**config.mk**
```make
export PLATFORM = sky130hd
export DESIGN_NAME = alu_share_arbiter_flat
export DESIGN_NICKNAME = d
export VERILOG_FILES = /design/src/rtl/alu_share_arbiter_if.sv /design/src/rtl/alu_share_arbiter.sv /design/src/flat_wrapper.sv
export SDC_FILE = /design/constraint.sdc
export NUM_CORES = 1
export LEC_CHECK = 0
export ABC_CLOCK_PERIOD_IN_PS = 2550
export CAP_MARGIN = 20
export CORE_MARGIN = 5
export CORE_UTILIZATION = 35
export CTS_CLUSTER_DIAMETER = 120
export DETAILED_ROUTE_END_ITERATION = 8
export PLACE_DENSITY = 0.82
export SLEW_MARGIN = 15
export SYNTH_ARGS = -nofsm -noshare
export SYNTH_HDL_FRONTEND = slang
export SYNTH_SLANG_ARGS = --single-unit
```
**constraint.sdc**
```tcl
create_clock -name clk -period 2.55 [get_ports clk]
set_clock_uncertainty 0.2 [all_clocks]
set_input_delay 0.51 -clock clk [delete_from_list [all_inputs] [get_ports clk]]
set_output_delay 0.51 -clock clk [all_outputs]
set_load 0.02 [all_outputs]
```
**src/rtl/alu_share_arbiter_if.sv**
```systemverilog
// Requester and response handshake bundle for alu_share_arbiter.
// master = issue logic / response consumer side, slave = the arbiter.
interface alu_share_arbiter_if #(
  parameter int DATA_W = 32
);
  logic              r0_valid;
  logic              r0_ready;
  logic [3:0]        r0_op;
  logic [DATA_W-1:0] r0_a;
  logic [DATA_W-1:0] r0_b;
  logic              r1_valid;
  logic              r1_ready;
  logic [3:0]        r1_op;
  logic [DATA_W-1:0] r1_a;
  logic [DATA_W-1:0] r1_b;
  logic              rsp_valid;
  logic              rsp_ready;
  logic              rsp_id;
  logic [DATA_W-1:0] rsp_c;
  logic              rsp_branch;

  modport master (
    output r0_valid, r0_op, r0_a, r0_b,
    output r1_valid, r1_op, r1_a, r1_b,
    output rsp_ready,
    input  r0_ready, r1_ready,
    input  rsp_valid, rsp_id, rsp_c, rsp_branch
  );

  modport slave (
    input  r0_valid, r0_op, r0_a, r0_b,
    input  r1_valid, r1_op, r1_a, r1_b,
    input  rsp_ready,
    output r0_ready, r1_ready,
    output rsp_valid, rsp_id, rsp_c, rsp_branch
  );
endinterface

```
**src/rtl/alu_share_arbiter.sv**
```systemverilog
// Round-robin share of one combinational ALU between two requesters.
// Define ALU_ARB_PERF_EN to add per-requester grant counters (perf_cnt0/perf_cnt1).
//
// state | meaning
// IDLE  | arbitrate; accept at most one request
// EXEC  | ALU settles on registered op/a/b; result captured at end of cycle
// RESP  | response held until rsp_ready
module alu_share_arbiter #(
  parameter int DATA_W = 32
`ifdef ALU_ARB_PERF_EN
  , parameter int CNT_W = 16
`endif
) (
  input  logic                 clk,
  input  logic                 rst_n,
  alu_share_arbiter_if.slave   bus,
  output logic [3:0]           alu_op,
  output logic [DATA_W-1:0]    alu_a,
  output logic [DATA_W-1:0]    alu_b,
  input  logic [DATA_W-1:0]    alu_c,
  input  logic                 alu_branch
`ifdef ALU_ARB_PERF_EN
  , output logic [CNT_W-1:0]   perf_cnt0,
  output logic [CNT_W-1:0]     perf_cnt1
`endif
);

  typedef enum logic [1:0] {IDLE, EXEC, RESP} state_t;

  state_t state, state_nxt;
  logic   last_grant;
  logic   take;
  logic   take_id;
  logic   is_branch_op;

  // Opcodes 0xA-0xF only drive branch; 0x0-0x9 only drive C.
  assign is_branch_op = (alu_op >= 4'hA);

  always_comb begin
    state_nxt    = state;
    bus.r0_ready = 1'b0;
    bus.r1_ready = 1'b0;
    take         = 1'b0;
    take_id      = 1'b0;
    case (state)
      IDLE: begin
        if (bus.r0_valid && (!bus.r1_valid || last_grant)) begin
          bus.r0_ready = 1'b1;
          take         = 1'b1;
        end else if (bus.r1_valid) begin
          bus.r1_ready = 1'b1;
          take         = 1'b1;
          take_id      = 1'b1;
        end
        if (take) state_nxt = EXEC;
      end
      EXEC: state_nxt = RESP;
      RESP: if (bus.rsp_ready) state_nxt = IDLE;
      default: state_nxt = IDLE;
    endcase
  end

  always_ff @(posedge clk or negedge rst_n) begin
    if (!rst_n) begin
      state          <= IDLE;
      last_grant     <= 1'b1;
      alu_op         <= '0;
      alu_a          <= '0;
      alu_b          <= '0;
      bus.rsp_valid  <= 1'b0;
      bus.rsp_id     <= 1'b0;
      bus.rsp_c      <= '0;
      bus.rsp_branch <= 1'b0;
    end else begin
      state <= state_nxt;
      if (take) begin
        last_grant <= take_id;
        bus.rsp_id <= take_id;
        alu_op     <= take_id ? bus.r1_op : bus.r0_op;
        alu_a      <= take_id ? bus.r1_a  : bus.r0_a;
        alu_b      <= take_id ? bus.r1_b  : bus.r0_b;
      end
      if (state == EXEC) begin
        bus.rsp_valid  <= 1'b1;
        bus.rsp_c      <= is_branch_op ? '0 : alu_c;
        bus.rsp_branch <= is_branch_op & alu_branch;
      end else if (state == RESP && bus.rsp_ready) begin
        bus.rsp_valid  <= 1'b0;
      end
    end
  end

`ifdef ALU_ARB_PERF_EN
  always_ff @(posedge clk or negedge rst_n) begin
    if (!rst_n) begin
      perf_cnt0 <= '0;
      perf_cnt1 <= '0;
    end else if (take) begin
      if (take_id) perf_cnt1 <= perf_cnt1 + 1'b1;
      else         perf_cnt0 <= perf_cnt0 + 1'b1;
    end
  end
`endif

endmodule

```
**src/flat_wrapper.sv**
```systemverilog
// flat-port wrapper written by rule: the top's interface ports become plain ports
module alu_share_arbiter_flat 
#(
  parameter int DATA_W = 32

)
  (clk, rst_n, alu_op, alu_a, alu_b, alu_c, alu_branch, bus_r0_valid, bus_r0_op, bus_r0_a, bus_r0_b, bus_r1_valid, bus_r1_op, bus_r1_a, bus_r1_b, bus_rsp_ready, bus_r0_ready, bus_r1_ready, bus_rsp_valid, bus_rsp_id, bus_rsp_c, bus_rsp_branch);
  alu_share_arbiter_if #(.DATA_W(DATA_W)) bus_i ();
  input  logic clk;
  input  logic rst_n;
  output logic [3:0] alu_op;
  output logic [DATA_W-1:0] alu_a;
  output logic [DATA_W-1:0] alu_b;
  input  logic [DATA_W-1:0] alu_c;
  input  logic alu_branch;
  input wire logic [$bits(bus_i.r0_valid)-1:0] bus_r0_valid;
  input wire logic [$bits(bus_i.r0_op)-1:0] bus_r0_op;
  input wire logic [$bits(bus_i.r0_a)-1:0] bus_r0_a;
  input wire logic [$bits(bus_i.r0_b)-1:0] bus_r0_b;
  input wire logic [$bits(bus_i.r1_valid)-1:0] bus_r1_valid;
  input wire logic [$bits(bus_i.r1_op)-1:0] bus_r1_op;
  input wire logic [$bits(bus_i.r1_a)-1:0] bus_r1_a;
  input wire logic [$bits(bus_i.r1_b)-1:0] bus_r1_b;
  input wire logic [$bits(bus_i.rsp_ready)-1:0] bus_rsp_ready;
  output wire logic [$bits(bus_i.r0_ready)-1:0] bus_r0_ready;
  output wire logic [$bits(bus_i.r1_ready)-1:0] bus_r1_ready;
  output wire logic [$bits(bus_i.rsp_valid)-1:0] bus_rsp_valid;
  output wire logic [$bits(bus_i.rsp_id)-1:0] bus_rsp_id;
  output wire logic [$bits(bus_i.rsp_c)-1:0] bus_rsp_c;
  output wire logic [$bits(bus_i.rsp_branch)-1:0] bus_rsp_branch;
  assign bus_i.r0_valid = bus_r0_valid;
  assign bus_i.r0_op = bus_r0_op;
  assign bus_i.r0_a = bus_r0_a;
  assign bus_i.r0_b = bus_r0_b;
  assign bus_i.r1_valid = bus_r1_valid;
  assign bus_i.r1_op = bus_r1_op;
  assign bus_i.r1_a = bus_r1_a;
  assign bus_i.r1_b = bus_r1_b;
  assign bus_i.rsp_ready = bus_rsp_ready;
  assign bus_r0_ready = bus_i.r0_ready;
  assign bus_r1_ready = bus_i.r1_ready;
  assign bus_rsp_valid = bus_i.rsp_valid;
  assign bus_rsp_id = bus_i.rsp_id;
  assign bus_rsp_c = bus_i.rsp_c;
  assign bus_rsp_branch = bus_i.rsp_branch;
  alu_share_arbiter #(.DATA_W(DATA_W)) u_core (.clk(clk), .rst_n(rst_n), .bus(bus_i), .alu_op(alu_op), .alu_a(alu_a), .alu_b(alu_b), .alu_c(alu_c), .alu_branch(alu_branch));
endmodule
```
## Word-level counts from Yosys, hierarchy flattened

Cells that the tools add are included.

| word-level totals | value |
|---|---|
| output and inout bits | 105 |
| bits of input ports | 174 |
| register bits after elaboration | 106 |

| cells by class | value |
|---|---|
| equality and inequality tests | 4 |
| magnitude comparators | 1 |
| bitwise logic cells | 1 |
| reduce and logical (&&, ||, !) cells | 7 |
| mux-type cells | 17 |

Operators with widths:

| kind | number |
|---|---|
| $mux 32 | 3 |
| $mux 1 | 10 |
| $pmux 2 s3 | 1 |
| $ge 4x4->1 const B | 1 |
| $mux 2 | 2 |
| $mux 4 | 1 |
| $ne 2x2->1 const B | 2 |
| $eq 2x1->1 const B | 1 |
| $eq 2x2->1 const B | 1 |
| $logic_and 1x1->1 | 2 |
| $logic_not 2->1 | 1 |
| $reduce_and 2->1 | 1 |
| $reduce_bool 2->1 | 1 |
| $and 1x1->1 | 1 |
| $logic_not 1->1 | 1 |
| $logic_or 1x1->1 | 1 |

## Logic depth before layout (Yosys ltp)

Gate-level depths: netlist of run 1.

| depth | value |
|---|---|
| depth in word-level cells | 7 |
| depth in mapped cells | 6 |

## Least setup slack after synthesis of run 1

OpenSTA, ideal clock, no wires.

| timing | value |
|---|---|
| kind | input to output |
| start | in bus_r1_valid |
| end | out bus_r1_ready |
| arrival time | 1.393 ns |
| stages on the path | 5 |
| setup slack | 0.447 ns |
| path through | nor3b_2 -> and2_1 -> buf_2 -> buf_6 -> buf_6 |

| on the way | value |
|---|---|
| word-level cells in the longest chain between the ends | 5 |

Ends and longest elaborated chain:

| item | RTL line | text |
|---|---|---|
| start, declared | flat_wrapper.sv:20 | `input wire logic [$bits(bus_i.r1_valid)-1:0] bus_r1_valid;` |
| $logic_not 1->1 | alu_share_arbiter.sv:47 | `if (bus.r0_valid && (!bus.r1_valid \|\| last_grant)) begin` |
| $logic_or 1x1->1 | alu_share_arbiter.sv:47 |  |
| $logic_and 1x1->1 | alu_share_arbiter.sv:47 |  |
| $mux 1 (*) | alu_share_arbiter.sv:47 |  |
| $mux 1 (*) | alu_share_arbiter.sv:45 | `case (state)` |
| end, declared | flat_wrapper.sv:26 | `output wire logic [$bits(bus_i.r1_ready)-1:0] bus_r1_ready;` |

Every way passes the cells marked *; elsewhere a longest branch is shown, timed or not.

## Worst setup path in the final report of run 1

| timing | value |
|---|---|
| start | in bus_r0_valid |
| end | out bus_r1_ready |

| on the way | value |
|---|---|
| word-level cells in the longest chain between the ends | 3 |

Ends and longest elaborated chain:

| item | RTL line | text |
|---|---|---|
| start, declared | flat_wrapper.sv:16 | `input wire logic [$bits(bus_i.r0_valid)-1:0] bus_r0_valid;` |
| $logic_and 1x1->1 | alu_share_arbiter.sv:47 |  |
| $mux 1 | alu_share_arbiter.sv:47 |  |
| $mux 1 | alu_share_arbiter.sv:45 |  |

No other way between the ends.

==> results.md, run 1 <==
* Status: finished, final reports clean
* Routed Antenna Nets at 0
* Slowest cell on the critical path: clkdlybuf4s50_1
* Layout area overhead at 66.1%
* Hold Slack at 305 ps
* Crit-path leading delay family: buffers and inverters
* Ports at 279
* Power Total at 0.00990 W
* Final #Nets at 913
* CTS tree: built
* YS warnings at 0
* First-pass GRT wire length at 26,700 um
* PortBufs at 278
* Worst slew pin tran at 893 ps
* Pleak at 3.44 nW
* Pre-antenna DRT Iters at 4
* Power density cells at 1200 mW/mm^2
* Postcts setup bufs at 0
* Worst path bufs/invs at 2
* Die footprint at 0.0167 sq mm
* Root buf cell: clkbuf_16
* CTS sink cnt at 106
* Final Hold Viols at 0
* Register area share after synthesis at 53.5%
* Rows at 43
* Die W at 129 um
* Critical Path Max Stage Delay at 590 ps
* Rel. slew slack at 40.4%
* Share of cells above drive strength 1 at 7.54%
* Setup CP Type: input port to output port
* Net Count, Synth at 660
* Cells along the critical path: clkdlybuf4s50_1, nand2_2, and2_2, dlygate4sd2_1
* Filler cells at 1,148
* Area contributors post-synth: dfrtp_1, o311ai_1, nand3_1, o311ai_2, o21ai_0
* Commonest non-fill, non-tap cell in the layout: clkdlybuf4s50_1
* Average cell area after synthesis at 10.2 sq um
* Avg WL per Cell at 18.3 um
* Grt ovf at 0
* Largest net degree at the start of global routing at 71
* RSZ-0062 raised after global routing: false
* Minimum clock period after layout at 2430 ps
* DRC Markers at 0
* Critical Path AT at 1720 ps
* H-Tree Depth at 3
* Cells after synthesis at 486
* VDD IR max at 0.500 mV
* Mapped cell area at 0.00496 sq mm
* Starting Density at 35.8%
* Synth area leader: dfrtp_1
* Clk buf depth at 2
* Yosys top cell area share at 52.9%
* HP Class: register to register
* CTS buffer count at 9
* Vias in the first global route at 5,066
* Most frequent cells in the layout: clkdlybuf4s50_1, dfrtp_1, inv_1
* Final estimated routing congestion in global placement at 0.871
* Distinct cells, synth at 25
* Initial antenna violation count at 0
* Max cap viols at 0
* Total number of vias at 4,911
* Fmax at 412 MHz
* Pins Over Slew Limit at 0
* Required @ worst endpoint at 1840 ps
* All-Layer GR Usage at 20.0%
* Number of setup violations in the final report at 0
* Overall die height at 129 um
* Crit path capture type: output port
* # diodes at 0
* Final worst path period share at 95.2%
* DRT Wirelength at 16,900 um
* Detailed placement HPWL at 11,900 um
* Worst skew pair latency at 340 ps
* Largest fanout on the critical path at 4
* Clock transition at path regs at 70 ps
* Synthesized flop and latch total at 106
* Core Area at 0.0139 sq mm
* Vias per Instance at 5.32
* Startpoint Class: input port
* DR iter-0 viols at 251
[synth_stat cells]
master and instances:
dfrtp_1 105, inv_1 69, nand3_1 68, o21ai_0 60
o311ai_1 49, clkbuf_1 33, a22o_1 32, o311ai_2 19
buf_2 14, o21ai_1 11, nand2_1 5, nor2_1 5
a21oi_1 2, buf_6 2, nand2b_1 2, a31oi_1 1
and2_1 1, buf_1 1, dfstp_2 1, inv_2 1
nor2b_1 1, nor3b_2 1, o21a_1 1, o22a_1 1
or2_1 1
[layer usage]
metal	GRT usage, %	part of all wire, %	vias to the layer above
li1	-	-	2281
met1	24.6	40	2374
met2	32.9	48	222
met3	5.85	8.8	34
met4	8.28	3.1	0
met5	0	0	-
[area by class of cell]
| type | instances | area, sq um | share of cell area [%] |
|---|---|---|---|
| clock buffers | 13 | 270 | 3.28 |
| clock inverters | 2 | 35.0 | 0.425 |
| inverters | 70 | 263 | 3.19 |
| multi-input cells | 260 | 1860 | 22.5 |
| flip-flops and latches | 106 | 2650 | 32.2 |
| well taps | 180 | 225 | 2.73 |
| repair buffers | 292 | 2940 | 35.7 |
[report_power, final]
| part | switching, W | internal [W] |
|---|---|---|
| Sequential | 0.000456 | 0.00252 |
| Combinational | 0.00296 | 0.00255 |
| Clock | 0.000582 | 0.000835 |
[final timing paths]
| check | depth (start not counted) | endpoint | start | slack, ps |
|---|---|---|---|---|
| worst max-delay path | 4 | bus_r1_ready | bus_r0_valid | 120 |
| worst min-delay path | 1 | u_core.bus.rsp_c[10] | u_core.bus.rsp_c[10] | 310 |
| worst max register to register | 4 | u_core.alu_b[14] | u_core.state[0] | 380 |
| worst min register to register | 1 | u_core.bus.rsp_c[10] | u_core.bus.rsp_c[10] | 310 |
| max in group asynchronous | 3 | u_core.alu_b[0] | rst_n | 1050 |
| min in group asynchronous | 2 | u_core.bus.rsp_c[17] | rst_n | 380 |
[flip-flops by register name, summed over array words and instances, names as in the netlist]
register	count
u_core.bus.rsp_id	1
u_core.alu_a	32
u_core.state	2
u_core.alu_op	4
u_core.bus.rsp_c	32
u_core.bus.rsp_branch	1
u_core.alu_b	32
u_core.bus.rsp_valid	1
u_core.last_grant	1
[cell families after synthesis]
| kind of cell | synth area share, % |
|---|---|
| AOI/OAI and AO/OA | 28.3 |
| buffers and inverters | 9.73 |
| DFF | 53.5 |
| and+or+nand+nor | 8.49 |
[repair_timing]
item / CTS / global route
setup endpoints to repair: 2 / 0
resized for setup: 3 / 0
hold buffers: 1 / 0
hold endpoints to repair: 17 / 0
[stage by stage]
| stage | TNS (ps) | instances | utilization [%] | worst slack, ps | cell area (sq um) |
|---|---|---|---|---|---|
| after detailed placement | -19070 | 907 | 57.2 | -359 | 7940 |
| after global placement | -15540 | 906 | 57.0 | -348 | 7910 |
| final | 0 | 923 | 59.4 | 123 | 8250 |
| after floorplan | 0 | 486 | - | 447 | 4960 |
| after global routing | 0 | 923 | 59.4 | 83.2 | 8250 |
| after CTS | 0 | 923 | 59.4 | 114 | 8250 |
Power figures use the tool's default switching activity.
==> inputs of run 2 (changes only) <==
- ABC_CLOCK_PERIOD_IN_PS: 2550 -> 3100
- clock period: 2.55 -> 3.1 ns (I/O delays scaled with it)
==> run 2 against run 1 <==
  * Clock power shrank 21%
  * Via count up 0.65%
  * Wire length grew 1.3%
  * Critical path depth stayed put
  * Power down 18%
==> results.md, run 2 (synthesized netlist as in run 1, its figures left out) <==
* HP Class: register to register
* Fmax at 341 MHz
* Setup CP Type: input port to output port
* Root buf cell: clkbuf_16
* Largest net degree at the start of global routing at 71
* Hold Slack at 305 ps
* Clk buf depth at 2
* Required @ worst endpoint at 2280 ps
* Crit path capture type: output port
* DRC Markers at 0
* Die footprint at 0.0167 sq mm
* Internal power at 0.00479 W
* Met1 global-route usage at 24.2%
* Finished Layout Cells at 922
* PortBufs at 278
* Share of cells above drive strength 1 at 7.14%
* Pre-antenna DRT Iters at 6
* Clock transition at path regs at 60 ps
* Util after Layout at 59.1%
* Sw frac at 40.8%
* All-Layer GR Usage at 20.1%
* Hold depth at 1
* Placed insts at 905
* R2r worst-path depth at 4
* Part of the power in the clock network at 13.8%
* Slowest cell on the critical path: clkdlybuf4s50_1
* # resized after CTS at 0
* # diodes at 0
* First-pass GRT wire length at 27,200 um
* DR iter-0 viols at 267
* Number of setup violations in the final report at 0
* Startpoint Class: input port
* Cells along the critical path: clkdlybuf4s50_1, nor3b_4, and2_2, clkdlybuf4s50_1
* Total negative slack at 0 ps
* Vias in the first global route at 5,132
* Pre-CTS setup slack at 174 ps
* Critical Path Max Stage Delay at 630 ps
* Initial antenna violation count at 0
* Pins Over Slew Limit at 0
* Worst slew pin tran at 908 ps
* RSZ-0062 raised after global routing: false
* Seq pwr share at 30.2%
* Avg WL per Cell at 18.6 um
* M3 GR Usage at 6.14%
* Rows at 43
* Most used cell, CP: clkdlybuf4s50_1
* Final estimated routing congestion in global placement at 0.851
* Max cap viols at 0
* Final worst path period share at 94.5%
* Starting Density at 35.8%
* CTS sink cnt at 106
* Routed Antenna Nets at 0
* Detailed placement HPWL at 12,100 um
* Core Area at 0.0139 sq mm
* Final Hold Viols at 0
* GR peak layer: met2
* Overall die height at 129 um
* Minimum clock period after layout at 2930 ps
* Total number of vias at 4,943
* H-Tree Depth at 3
* Grt ovf at 0
* Final #Nets at 911
* Post-route setup slack at 169 ps
* Die W at 129 um
* Ports at 279
* Layout area overhead at 65.3%
* Switching power total at 0.00330 W
* Combinational fraction of design power at 55.9%
* DRT Wirelength at 17,100 um
* Commonest non-fill, non-tap cell in the layout: clkdlybuf4s50_1
* VDD IR max at 0.380 mV
* CTS buffer count at 9
* Power density cells at 985 mW/mm^2
* Status: finished, final reports clean
* Most frequent cells in the layout: clkdlybuf4s50_1, dfrtp_1, inv_1
* Pleak at 3.40 nW
* Filler cells at 1,173
* Biggest regs: u_core.alu_a x32, u_core.alu_b x32, u_core.bus.rsp_c x32
* M2 GR Usage at 35.5%
* CTS tree: built
* Rel. slew slack at 39.5%
* Critical Path AT at 2110 ps
* Largest fanout on the critical path at 2
* Worst skew pair latency at 330 ps
* Vias per Instance at 5.36
-- run 2: through the flow --
stage,total power [W],instance area [sq um]
floorplan,0.00490,4960
global placement,0.00688,7900
detailed placement,0.00701,7900
CTS,0.00817,8200
global route,0.00861,8210
finish,0.00808,8210
-- run 2: power groups by stage --
stage               sequential (W)  clock (W)  combinational, W
global placement           0.00243          0           0.00445
global route               0.00254    0.00121           0.00486
CTS                        0.00245    0.00115           0.00457
detailed placement         0.00247          0           0.00455
finish                     0.00244    0.00112           0.00452
floorplan                  0.00321          0           0.00169
-- run 2: path summary, 6_finish.rpt --
check	from	slack, ps	to
worst max-delay path	bus_r1_valid	170	bus_r1_ready
worst min-delay path	u_core.bus.rsp_c[29]	310	u_core.bus.rsp_c[29]
worst max register to register	u_core.state[0]	930	u_core.alu_b[10]
worst min register to register	u_core.bus.rsp_c[29]	310	u_core.bus.rsp_c[29]
max in group asynchronous	rst_n	1460	u_core.alu_a[6]
min in group asynchronous	rst_n	500	u_core.bus.rsp_c[17]
-- run 2: repair_timing --
item | CTS | global route
hold endpoints to repair | 16 | 0
hold buffers | 1 | 0
setup buffers | 0 | 0
-- run 2: layer usage --
metal	share of wire [%]	wire length, um
met5	0	0
met4	1.7	293
met3	9.8	1670
met2	50	8560
met1	38	6590
-- run 2: cell type report --
type	count	area, sq um	area share, %
timing repair buffer	290	2910	35.5
clock buffer	12	236	2.88
sequential	106	2650	32.3
multi-input combinational	260	1860	22.7
inverter	70	263	3.20
tap	180	225	2.74
clock inverter	4	52.6	0.640
-- run 2: worst max-delay path, delay by kind of cell --
family	cells	cell delay, ps
buffers and inverters	2	1120
AND/OR/NAND/NOR	2	370
==> inputs of run 3 (changes only) <==
- REMOVE_ABC_BUFFERS: default -> 1
==> run 3 against run 2 <==
  * Cell count up 0.43%
  * Wire length up 3.7%
  * Critical path depth unchanged
  * Design area down 0.35%
  * Critical path type unchanged
  * Critical endpoint unchanged
  * Highest routed layer unchanged
==> results.md, run 3 (synthesized netlist as in run 1, its figures left out) <==
* Hold depth at 1
* Initial antenna violation count at 1
* Slowest cell on the critical path: clkdlybuf4s50_1
* CTS sink cnt at 106
* Routed Antenna Nets at 0
* Final Hold Viols at 0
* Finished Layout Cells at 926
* RSZ-0062 raised after global routing: false
* First-pass GRT wire length at 27,800 um
* Required @ worst endpoint at 2280 ps
* Biggest regs: u_core.alu_a x32, u_core.alu_b x32, u_core.bus.rsp_c x32
* Vias in the first global route at 5,349
* DRT Wirelength at 17,700 um
* Design area at 0.00818 sq mm
* Startpoint Class: input port
* All-Layer GR Usage at 21.1%
* Avg WL per Cell at 19.2 um
* Worst skew pair latency at 340 ps
* HP Class: register to register
* Final worst path period share at 96.8%
* WP depth at 4
* CTS tree: built
* Share of cells above drive strength 1 at 7.11%
* VDD IR max at 0.421 mV
* Commonest non-fill, non-tap cell in the layout: clkdlybuf4s50_1
* Crit-path leading delay family: buffers and inverters
* CTS buffer count at 9
* Total number of vias at 4,988
* Minimum clock period after layout at 3000 ps
* Grt ovf at 0
* Worst slew pin tran at 915 ps
* Power density cells at 979 mW/mm^2
* Layout area overhead at 64.7%
* Postcts setup bufs at 0
* H-Tree Depth at 3
* Root buf cell: clkbuf_16
* PortBufs at 278
* Clock transition at path regs at 60 ps
* Max cap viols at 0
* Pre-antenna DRT Iters at 4
* Critical Path AT at 2180 ps
* Power Total at 0.00801 W
* Starting Density at 35.8%
* Core Area at 0.0139 sq mm
* Number of setup violations in the final report at 0
* Status: finished, final reports clean
* Largest fanout on the critical path at 2
* DRC Markers at 0
* Crit path capture type: output port
* Pins Over Slew Limit at 0
* Rel. slew slack at 39.0%
* Die W at 129 um
* Fmax at 333 MHz
* # resized after CTS at 0
* Most used cell, CP: clkdlybuf4s50_1
* Hold Slack at 307 ps
* Final estimated routing congestion in global placement at 0.858
* Most frequent cells in the layout: clkdlybuf4s50_1, dfrtp_1, inv_1
* Critical Path Max Stage Delay at 630 ps
* Die footprint at 0.0167 sq mm
* Vias per Instance at 5.39
* Overall die height at 129 um
* Dpl cell area at 0.00791 sq mm
* Clk buf depth at 2
* R2r worst-path depth at 4
* Cells along the critical path: clkdlybuf4s50_1, nor3b_4, and2_2, clkdlybuf4s50_1
* Detailed placement HPWL at 12,900 um
* Ports at 279
* DR iter-0 viols at 329
* Rows at 43
* Worst path bufs/invs at 2
* Filler cells at 1,156
* Setup CP Type: input port to output port
* Largest net degree at the start of global routing at 71
* Util after Layout at 58.9%
* Pleak at 3.39 nW
* Final #Nets at 914
* Placed insts at 908
## run 3: cell count changes in the layout (fill, tap and decap cells not counted)
cell and delta:
bufinv_16 -1, clkbuf_1 +3, nor2_4 -1, buf_12 -1, diode_2 +1, buf_4 +4
nor2_2 +1, clkinv_4 -2
## run 3: power by group
part / switching (W) / internal (W)
Sequential: 0.000378 / 0.00207
Combinational: 0.00245 / 0.00208
Clock: 0.000476 / 0.000547
## run 3: worst paths after layout
kind	start	endpoint	slack (ps)
setup / recovery	bus_r1_valid	bus_r1_ready	100
hold / removal	u_core.bus.rsp_c[22]	u_core.bus.rsp_c[22]	310
setup reg to reg	u_core.state[1]	u_core.alu_a[1]	820
hold reg to reg	u_core.bus.rsp_c[22]	u_core.bus.rsp_c[22]	310
max in group asynchronous	rst_n	u_core.last_grant	1410
min in group asynchronous	rst_n	u_core.bus.rsp_c[26]	540
## run 3: final cells by class
cell class | count | area [sq um] | area share [%]
multi-input cells | 260 | 1860 | 22.7
flip-flops and latches | 106 | 2650 | 32.5
well taps | 180 | 225 | 2.75
diodes | 1 | 2.50 | 0.0306
clock inverters | 1 | 5.00 | 0.0612
clock buffers | 15 | 248 | 3.03
inverters | 70 | 263 | 3.21
repair buffers | 293 | 2920 | 35.7
## run 3: routing by layer
layer | global-route usage (%) | wire length, um | share of wire, %
met1 | 24.8 | 6850 | 39
met2 | 35.5 | 8460 | 48
met3 | 6.72 | 1860 | 10
met4 | 8.89 | 576 | 3.2
met5 | 0 | 0 | 0
## run 3: timing repair
action | 4_1_cts | 5_1_grt
hold endpoints to repair | 23 | 0
setup endpoints to repair | 0 | 0
hold buffers | 1 | 0
## run 3: through the flow
step / setup slack (ps) / TNS [ps]
after floorplan: -2680 / -184840
after global placement: 99.7 / 0
after detailed placement: 91.4 / 0
after CTS: 76.6 / 0
after global routing: 22.3 / 0
final: 98.3 / 0
